--- src/rtl/sram_arbiter.sv ---
// Two-master (fetch/MEM) arbiter onto a single request/response SRAM bus.
// Optional macro ARB_RR_EN: round-robin tie-break instead of fixed DATA priority.
module sram_arbiter #(
    parameter int unsigned ADDR_W = 32
) (
    input  logic              clk,
    input  logic              rst,
    input  logic              inst_req,
    input  logic [ADDR_W-1:0] inst_addr,
    output logic [31:0]       inst_rdata,
    output logic              inst_stall,
    input  logic              data_req,
    input  logic              data_wr,
    input  logic [3:0]        data_wen,
    input  logic [ADDR_W-1:0] data_addr,
    input  logic [31:0]       data_wdata,
    output logic [31:0]       data_rdata,
    output logic              data_stall,
    output logic              bus_req,
    output logic              bus_wr,
    output logic [3:0]        bus_wstrb,
    output logic [ADDR_W-1:0] bus_addr,
    output logic [31:0]       bus_wdata,
    input  logic              bus_addr_ok,
    input  logic              bus_data_ok,
    input  logic [31:0]       bus_rdata
);

    typedef enum logic [1:0] {S_IDLE, S_REQ, S_WAIT, S_DONE} state_e;
    typedef enum logic {OWN_INST, OWN_DATA} own_e;

    state_e            state_q, state_d;
    own_e              own_q;
    logic              bus_req_q, bus_wr_q;
    logic [3:0]        bus_wstrb_q;
    logic [ADDR_W-1:0] bus_addr_q;
    logic [31:0]       bus_wdata_q;
    logic [31:0]       inst_rdata_q, data_rdata_q;
    logic              tie_data, grant_data;

`ifdef ARB_RR_EN
    own_e last_q;
    always_comb tie_data = (last_q == OWN_INST);
`else
    always_comb tie_data = 1'b1;
`endif

    // Winner selection in IDLE and next-state decode.
    always_comb begin
        grant_data = data_req & (~inst_req | tie_data);
        state_d    = state_q;
        case (state_q)
            S_IDLE:  if (inst_req | data_req) state_d = S_REQ;
            S_REQ:   if (bus_addr_ok)         state_d = S_WAIT;
            S_WAIT:  if (bus_data_ok)         state_d = S_DONE;
            S_DONE:                           state_d = S_IDLE;
            default:                          state_d = S_IDLE;
        endcase
    end

    always_ff @(posedge clk or negedge rst) begin
        if (!rst) begin
            state_q      <= S_IDLE;
            own_q        <= OWN_INST;
            bus_req_q    <= 1'b0;
            bus_wr_q     <= 1'b0;
            bus_wstrb_q  <= 4'h0;
            bus_addr_q   <= '0;
            bus_wdata_q  <= 32'h0;
            inst_rdata_q <= 32'h0;
            data_rdata_q <= 32'h0;
        end else begin
            state_q <= state_d;
            case (state_q)
                S_IDLE: begin
                    if (inst_req | data_req) begin
                        own_q       <= grant_data ? OWN_DATA : OWN_INST;
                        bus_req_q   <= 1'b1;
                        bus_addr_q  <= grant_data ? data_addr : inst_addr;
                        bus_wr_q    <= grant_data & data_wr;
                        bus_wstrb_q <= grant_data ? data_wen : 4'h0;
                        bus_wdata_q <= grant_data ? data_wdata : 32'h0;
                    end
                end
                S_REQ: begin
                    if (bus_addr_ok) bus_req_q <= 1'b0;
                end
                S_WAIT: begin
                    // Writes complete on data_ok but leave the load register alone.
                    if (bus_data_ok) begin
                        if (own_q == OWN_INST)   inst_rdata_q <= bus_rdata;
                        else if (!bus_wr_q)      data_rdata_q <= bus_rdata;
                    end
                end
                default: ;
            endcase
        end
    end

`ifdef ARB_RR_EN
    // Remembers the most recent grant; resets to DATA so the first tie goes to INST.
    always_ff @(posedge clk or negedge rst) begin
        if (!rst) begin
            last_q <= OWN_DATA;
        end else if (state_q == S_IDLE && (inst_req | data_req)) begin
            last_q <= grant_data ? OWN_DATA : OWN_INST;
        end
    end
`endif

    assign inst_stall = inst_req & ~(state_q == S_DONE && own_q == OWN_INST);
    assign data_stall = data_req & ~(state_q == S_DONE && own_q == OWN_DATA);

    assign bus_req    = bus_req_q;
    assign bus_wr     = bus_wr_q;
    assign bus_wstrb  = bus_wstrb_q;
    assign bus_addr   = bus_addr_q;
    assign bus_wdata  = bus_wdata_q;
    assign inst_rdata = inst_rdata_q;
    assign data_rdata = data_rdata_q;

endmodule

--- config.mk ---
export PLATFORM = sky130hd
export DESIGN_NAME = sram_arbiter
export DESIGN_NICKNAME = d
export VERILOG_FILES = /design/src/rtl/sram_arbiter.sv
export SDC_FILE = /design/constraint.sdc
export NUM_CORES = 1
export LEC_CHECK = 0
export ABC_CLOCK_PERIOD_IN_PS = 1600
export BUFFER_PORTS_ARGS = -buffer_cell sky130_fd_sc_hd__clkbuf_2
export CAP_MARGIN = 20
export CORE_UTILIZATION = 41
export DETAILED_ROUTE_END_ITERATION = 8
export PLACE_DENSITY = 0.85
export SLEW_MARGIN = 20
export SYNTH_ARGS = -nofsm -noshare
export SYNTH_HDL_FRONTEND = slang
export SYNTH_SLANG_ARGS = --single-unit
--- constraint.sdc ---
create_clock -name clk -period 1.6 [get_ports clk]
set_input_delay 0.08 -clock clk [delete_from_list [all_inputs] [get_ports clk]]
set_output_delay 0.08 -clock clk [all_outputs]
set_load 0.01 [all_outputs]
======== Word level (Yosys, flattened, before mapping) ========
Cells that the tools add are included.
word-level totals
  flip-flop bits (word level) ............. 137
  output and inout port bits .............. 136
  input bits .............................. 139
cells by class
  bitwise operators ....................... 8
  muxes and demuxes ....................... 11
  reductions and logical operators ........ 9
  eq/ne operators ......................... 6
operator list
  cell                number
  $mux 32             2
  $reduce_and 3->1    3
  $pmux 2 s4          1
  $mux 2              3
  $ne 2x2->1 const B  3
  $eq 2x2->1 const B  2
  $mux 4              1
  $not 1->1           4
  $reduce_and 4->1    1
  $and 1x1->1         3
  $mux 1              3
  $eq 2x1->1 const B  1
  $logic_and 1x1->1   2
  $logic_not 2->1     1
  $pmux 1 s2          1
  $reduce_and 2->1    1
  $reduce_bool 2->1   1
  $or 1x1->1          1

======== Logic depth before layout (Yosys ltp) ========
Gate-level depths: netlist (run 1).
  depth after elaboration ................. 4
  gate-level depth with buffers ........... 8

======== Worst setup path after synthesis (run 1) ========
OpenSTA, ideal clock, no wires.
  path kind ............................... register to register
  from .................................... register state_q[0]
  to ...................................... register state_q[1]
  path slack .............................. 0.057 ns
  buffers on the path ..................... 0
  arrival time ............................ 1.418 ns
  stages on the path, launching flop included .. 5
  setup time .............................. 0.125 ns
  cells stage by stage .................... dfrtp_1 -> inv_1 -> ha_1 -> a222oi_1 -> mux2_2
between the ends
  word-level cells in the longest chain between the ends .. 3
RTL lines
  element                                   RTL line  text
  from (decl)                               32        state_e state_q, state_d;
  from (signal assigned)                    73        state_q <= state_d;
  $eq 2x2->1, or another cell as far along  52        case (state_q)
  $ne 2x2->1 (no line)                      --
  $reduce_and 3->1 (no line)                --
Several ways; a longest one is shown, not always the timed one.
A chain may end at the register's enable or synchronous reset.

======== Worst setup path in the final report (run 1) ========
Ends and elaborated chain as after synthesis.

==> results.py, run 1 <==
metrics = {
    "status": {
        "outcome": "completed",
    },
    "setup_path": {
        "worstPathArrival_ns": 1.85,
        "required_ns": 1.89,
        "crit_type": "reg -> reg",
        "crit_slowest_cell": "dfrtp_1",
        "slowest_delay_ns": 0.40,
        "worstSetupPathDepth": 4,
        "r2r_cells": 4,
        "rr_startpoint": "state_q[0]$_DFFE_PN0P_",
        "endpoint_kind": "register",
        "reg2reg_to": "state_q[1]$_DFFE_PN0P_",
        "critPathTopFamily": "flip-flops",
        "startpoint": "state_q[0]$_DFFE_PN0P_",
        "rrSetupSlack_ns": 0.03,
        "crit_fanout": 3,
        "crit_buf_inv": 1,
        "crit_end": "state_q[1]$_DFFE_PN0P_",
        "worstPathCellList": "buf_6, ha_2, a222oi_1, mux2_2",
        "cp-start-kind": "register",
    },
    "floorplan": {
        "dieArea_um2": 14100,
        "die_y_um": 119,
        "start_util": 0.421,
        "die_w_um": 119,
        "pin_count": 275,
        "core_um2": 13200,
        "num_rows": 42,
    },
    "global_route": {
        "grtUsageTotal": 0.256,
        "grt_overflow": 0,
        "first_global_vias": 5512,
        "antenna_found_initial": 0,
        "grt_pass1_wl_um": 27700,
        "grt_max_degree": 57,
    },
    "drt": {
        "drc": 0,
        "totalWireLength_um": 17400,
        "dr.pass1.iters": 4,
        "drt_iter0_drc": 249,
        "num_vias": 5179,
        "wl_per_cell_um": 16.4,
        "avgViaCountPerCell": 4.90,
        "ant_nets": 0,
    },
    "yosys": {
        "yosys-top-cells-area": "dfrtp_1, mux2_2, nand2_1, mux2i_1, nand3_1",
        "yosys-top-cells-count": "dfrtp_1, nand2_1, mux2_2",
        "avgSynthCellArea_um2": 12.0,
        "ys_types": 20,
        "async_flop_share": 1.00,
        "synth_edf_count": 0,
        "yosys.area.top_type_share": 0.616,
        "synth.most_common_cell": "dfrtp_1",
        "synthFlopType": "dfrtp_1",
        "syn_area_um2": 5570,
        "synth_nets": 610,
        "ys_ff_latch": 137,
        "ys_warn_count": 0,
        "yosysTopAreaCell": "dfrtp_1",
        "yosysSeqAreaShare": 0.616,
        "syn_inst": 466,
    },
    "sta": {
        "drv_slew": 0,
        "slew_headroom": 0.704,
        "worst_pin_slew_ns": 0.444,
        "period_share": 0.978,
        "holdWs_ns": 0.0161,
        "fin_ws_ns": 0.0350,
        "hold_viol": 0,
        "rsz0062_at_grt": "true",
        "finalClockSkew_ns": 0.00948,
        "max_freq_mhz": 639,
        "setup_viol": 0,
        "period_needed_ns": 1.57,
    },
    "place": {
        "dp_hpwl_um": 10200,
        "gp_congestion": 0.812,
        "dpl_worst_slack_ns": -0.0676,
        "io_buffers": 274,
        "post_dp_cell_area_um2": 7220,
    },
    "clock_network": {
        "clk_latency_ns": 0.41,
        "cts-buffers-inserted": 17,
        "cts_max_level": 4,
        "cts_buffer_depth": 2,
        "root_buffer": "clkbuf_16",
        "clk_pin_slew_ns": 0.06,
        "cts_tree": "done",
        "clock_sinks": 137,
    },
    "worst_hold_path": {
        "hold_class": "in -> reg",
    },
    "layout": {
        "layout.nets": 1012,
        "drive_above_1_share": 0.446,
        "syn_to_final_growth_pct": 64.4,
        "diodes": 0,
        "fillers": 925,
        "stdcell_area_um2": 9160,
    },
    "power_and_ir_drop": {
        "peakVddDrop_mv": 0.852,
        "finalPower_w": 0.0166,
        "power.density_nw_per_um2": 1810,
        "power_leakage_nw": 4.82,
    },
    "run": {
        "cap_violations": 0,
    },
}
## routing by layer
metal	wire length (um)	share of wire	vias to the layer above	track usage
met2	9100	0.52	243	0.465
met3	1050	0.060	56	0.0647
met4	610	0.035	0	0.127
met1	6610	0.38	2493	0.273
met5	0	0	-	0
li1	-	-	2387	-
## cell families after synthesis
family	share of synthesized area
AOI/OAI and AO/OA	0.0400
adders and majority gates	0.0112
and+or+nand+nor	0.113
muxes	0.189
buffers and inverters	0.0312
DFF	0.616
## cell usage in the layout (no fill, tap or decap), types with 2 or more instances in the layout
cell,n
inv_1,4
dfrtp_1,136
mux2i_1,32
clkbuf_16,17
nand3_1,38
ha_1,2
buf_6,3
buf_2,2
buf_12,7
mux2_2,65
ha_2,2
buf_4,7
bufinv_16,5
nand2_1,112
inv_6,3
dlygate4sd3_1,124
clkinv_4,3
clkbuf_2,270
o21ai_0,33
## worst register-to-register path, delay by kind of cell (launching register included)
family                   cells  cell delay, ns
adder cells (fa/ha/maj)      1            0.18
flip-flops                   1            0.40
multiplexers                 1            0.38
buffers and inverters        1            0.13
AO/OA/AOI/OAI                1            0.37
## worst min path at each step
| stage | cells after the start | from | to |
|---|---|---|---|
| floorplan | 0 | rst | bus_addr[0]$_DFFE_PN0P_ |
| global placement | 1 | rst | inst_rdata[30]$_DFFE_PN0P_ |
| detailed placement | 1 | rst | inst_rdata[0]$_DFFE_PN0P_ |
| CTS | 3 | inst_addr[29] | bus_addr[29]$_DFFE_PN0P_ |
| global route | 3 | data_addr[24] | bus_addr[24]$_DFFE_PN0P_ |
| finish | 3 | inst_addr[16] | bus_addr[16]$_DFFE_PN0P_ |
## registers in the layout, summed over array words and instances, names as in the netlist
register / flops
inst_rdata: 32
own_q: 1
data_rdata: 32
bus_wstrb: 4
bus_req: 1
bus_wr: 1
bus_addr: 32
state_q: 2
bus_wdata: 32
## per-stage QoR
step,setup TNS [ns],std cells,util
finish,0,1057,0.691
global route,-0.0417,1057,0.691
CTS,0,1057,0.690
detailed placement,-0.157,900,0.545
global placement,-0.00633,900,0.545
floorplan,0,466,-
## repair_timing
item / CTS / global route
pin swaps: 1 / 1
setup endpoints to repair: 63 / 43
setup buffers: 1 / 0
hold buffers: 124 / 0
endpoints found under the hold margin: 267 / 0
cloned: 0 / 0
resized for setup: 4 / 9
## where the power goes
part	internal, W	total, W	leakage (nW)	switching, W
clock network	0.00283	0.00432	0.319	0.00149
registers	0.00513	0.00612	1.69	0.000987
logic	0.00289	0.00614	2.82	0.00325
total	0.0109	0.0166	4.82	0.00573
## layout make-up
type	instances	area, um2	share of cell area
inverters	5	18.8	0.00205
clock buffers	19	443	0.0484
repair buffers	413	2830	0.309
flip-flops and latches	137	3430	0.375
well taps	176	220	0.0241
multi-input cells	294	2000	0.218
clock inverters	13	215	0.0235
Note: power is estimated with default switching activity, not from simulation.
==> run 2: changes to the inputs <==
--- a/config.mk
+++ b/config.mk
@@ -8,9 +8,9 @@
 export ABC_CLOCK_PERIOD_IN_PS = 1600
 export BUFFER_PORTS_ARGS = -buffer_cell sky130_fd_sc_hd__clkbuf_2
 export CAP_MARGIN = 20
-export CORE_UTILIZATION = 41
+export CORE_UTILIZATION = 39
 export DETAILED_ROUTE_END_ITERATION = 8
-export PLACE_DENSITY = 0.85
+export PLACE_DENSITY = 0.81
 export SLEW_MARGIN = 20
 export SYNTH_ARGS = -nofsm -noshare
 export SYNTH_HDL_FRONTEND = slang
==> run 2 against run 1 <==
Compared with the run above:
- core utilization down 2.6 points
- flip-flop and latch count unchanged
- critical endpoint unchanged
- final area up 0.86%
- non-clock buffer count up 12
- global-route usage down 2.3 points
- clock skew down 0.0022 ns
- clock-buffer cell count up 2
- register-to-register slack worse by 0.02 ns
- maximum frequency down 1.2%
- critical path depth unchanged
- worst setup slack worse by 0.019 ns
- critical path type unchanged
- first-iteration DRC count down 14%
==> results.py, run 2 (synthesized netlist as in run 1, its figures left out) <==
metrics = {
    "status": {
        "outcome": "completed",
    },
    "layout": {
        "final_cell_mix": "clkbuf_2, dfrtp_1, dlygate4sd3_1",
        "final_cells": 1074,
        "stdcell_area_um2": 9230,
        "syn_to_final_growth_pct": 65.8,
        "layout.nets": 1024,
        "fillers": 1007,
        "final_common_cell": "clkbuf_2",
        "drive_above_1_share": 0.443,
    },
    "drt": {
        "wl_per_cell_um": 15.6,
        "num_vias": 5224,
        "avgViaCountPerCell": 4.86,
        "dr.pass1.iters": 4,
        "totalWireLength_um": 16700,
        "ant_nets": 0,
        "drc": 0,
        "drt_iter0_drc": 215,
    },
    "setup_path": {
        "slowest_delay_ns": 0.41,
        "crit_type": "reg -> reg",
        "worstPathCellList": "inv_2, ha_4, a222oi_1, mux2_2",
        "r2r_cells": 4,
        "endpoint_kind": "register",
        "worstPathArrival_ns": 1.87,
        "required_ns": 1.88,
        "crit_slowest_cell": "dfrtp_1",
        "crit_fanout": 4,
        "cp-start-kind": "register",
    },
    "place": {
        "dp_hpwl_um": 9830,
        "dpl_worst_slack_ns": -0.0838,
        "post_dp_cell_area_um2": 7230,
        "gp_congestion": 0.743,
        "io_buffers": 274,
        "dp_cells": 906,
    },
    "clock_network": {
        "clk_latency_ns": 0.41,
        "clock_sinks": 137,
        "cts_buffer_depth": 2,
        "cts-buffers-inserted": 17,
        "root_buffer": "clkbuf_16",
        "clk_pin_slew_ns": 0.06,
        "cts_max_level": 4,
        "cts_tree": "done",
    },
    "sta": {
        "worst_pin_slew_ns": 0.428,
        "hold_viol": 0,
        "finalClockSkew_ns": 0.00724,
        "max_freq_mhz": 631,
        "slew_headroom": 0.715,
        "period_share": 0.990,
        "rsz0062_at_grt": "true",
        "setup_viol": 0,
        "period_needed_ns": 1.58,
        "drv_slew": 0,
        "fin_ws_ns": 0.0157,
    },
    "power_and_ir_drop": {
        "peakVddDrop_mv": 0.724,
        "power.density_nw_per_um2": 1780,
        "power_leakage_nw": 4.86,
    },
    "global_route": {
        "grt_pass1_wl_um": 26300,
        "first_global_vias": 5587,
        "grt_max_degree": 52,
        "gr-usage-met2": 0.402,
        "antenna_found_initial": 1,
        "met3_usage": 0.0681,
        "grt_overflow": 0,
        "use_met1": 0.251,
        "grtUsageTotal": 0.233,
        "top_usage_layer": "met2",
    },
    "floorplan": {
        "num_rows": 43,
        "start_util": 0.401,
        "dieArea_um2": 14800,
        "core_um2": 13900,
        "die_w_um": 121,
        "pin_count": 275,
        "die_y_um": 121,
    },
    "run": {
        "cap_violations": 0,
    },
    "worst_hold_path": {
        "whs_path_depth": 3,
        "hold_class": "in -> reg",
    },
}
run 2: cell types whose count changed in the layout (fill, tap and decap cells not counted), moves of 2 or more:
| cell | change |
|---|---|
| clkbuf_2 | +2 |
| clkinv_2 | +2 |
| buf_2 | -2 |
| clkbuf_8 | +2 |
| clkinv_4 | -2 |
| inv_6 | -2 |
| buf_6 | -2 |
| dlygate4sd3_1 | +9 |
| buf_4 | +6 |
run 2: timing repair:
item | CTS | global route
buffers inserted | 2 | 0
hold endpoints to repair | 216 | 0
hold buffers | 133 | 0
setup endpoints to repair | 28 | 4
resized for setup | 6 | 1
pin swaps | 1 | 1
run 2: layout make-up:
class                           instances  area [um2]  share of cell area
Clock inverter                         11         168              0.0182
Multi-Input combinational cell        294        2000               0.216
Antenna cell                            1        2.50            0.000271
Timing Repair Buffer                  425        2920               0.316
Inverter                                5        18.8             0.00203
Tap cell                              180         225              0.0244
Sequential cell                       137        3430               0.371
Clock buffer                           21         470              0.0509
run 2: path summary, 6_finish.rpt:
kind,from,slack [ns],endpoint
min in group asynchronous,rst,0.15,inst_rdata[13]$_DFFE_PN0P_
min,inst_addr[14],0.03,bus_addr[14]$_DFFE_PN0P_
max in group asynchronous,rst,0.75,data_rdata[21]$_DFFE_PN0P_
min reg2reg,bus_wdata[11]$_DFFE_PN0P_,0.47,bus_wdata[11]$_DFFE_PN0P_
max,state_q[0]$_DFFE_PN0P_,0.02,state_q[1]$_DFFE_PN0P_
max reg2reg,state_q[0]$_DFFE_PN0P_,0.02,state_q[1]$_DFFE_PN0P_
run 2: per-layer routing:
layer / vias to the layer above / routed length, um
li1: 2415 / -
met1: 2499 / 6450
met2: 252 / 8480
met3: 58 / 1160
met4: 0 / 657
met5: - / 0
run 2: worst max-delay path, delay by kind of cell (launching register included):
family | cells | cell delay [ns]
mux | 1 | 0.38
compound gates | 1 | 0.41
fa+ha+maj | 1 | 0.18
flops | 1 | 0.41
buf+inv | 1 | 0.08
run 2: per-stage QoR:
step            util  hold WS [ns]  setup TNS (ns)  power, W
6_report       0.665        0.0332               0    0.0164
5_1_grt        0.665        0.0220         -0.0191    0.0174
4_1_cts        0.665        0.0136               0    0.0164
3_5_place_dp   0.521        0.0245          -0.129    0.0118
3_3_place_gp   0.521        0.0147         -0.0228    0.0116
2_1_floorplan      -        -0.216               0   0.00911
run 2: power by group:
group	internal [W]	total [W]	switching, W
registers	0.00513	0.00606	0.000930
logic	0.00293	0.00616	0.00323
clock network	0.00273	0.00418	0.00145
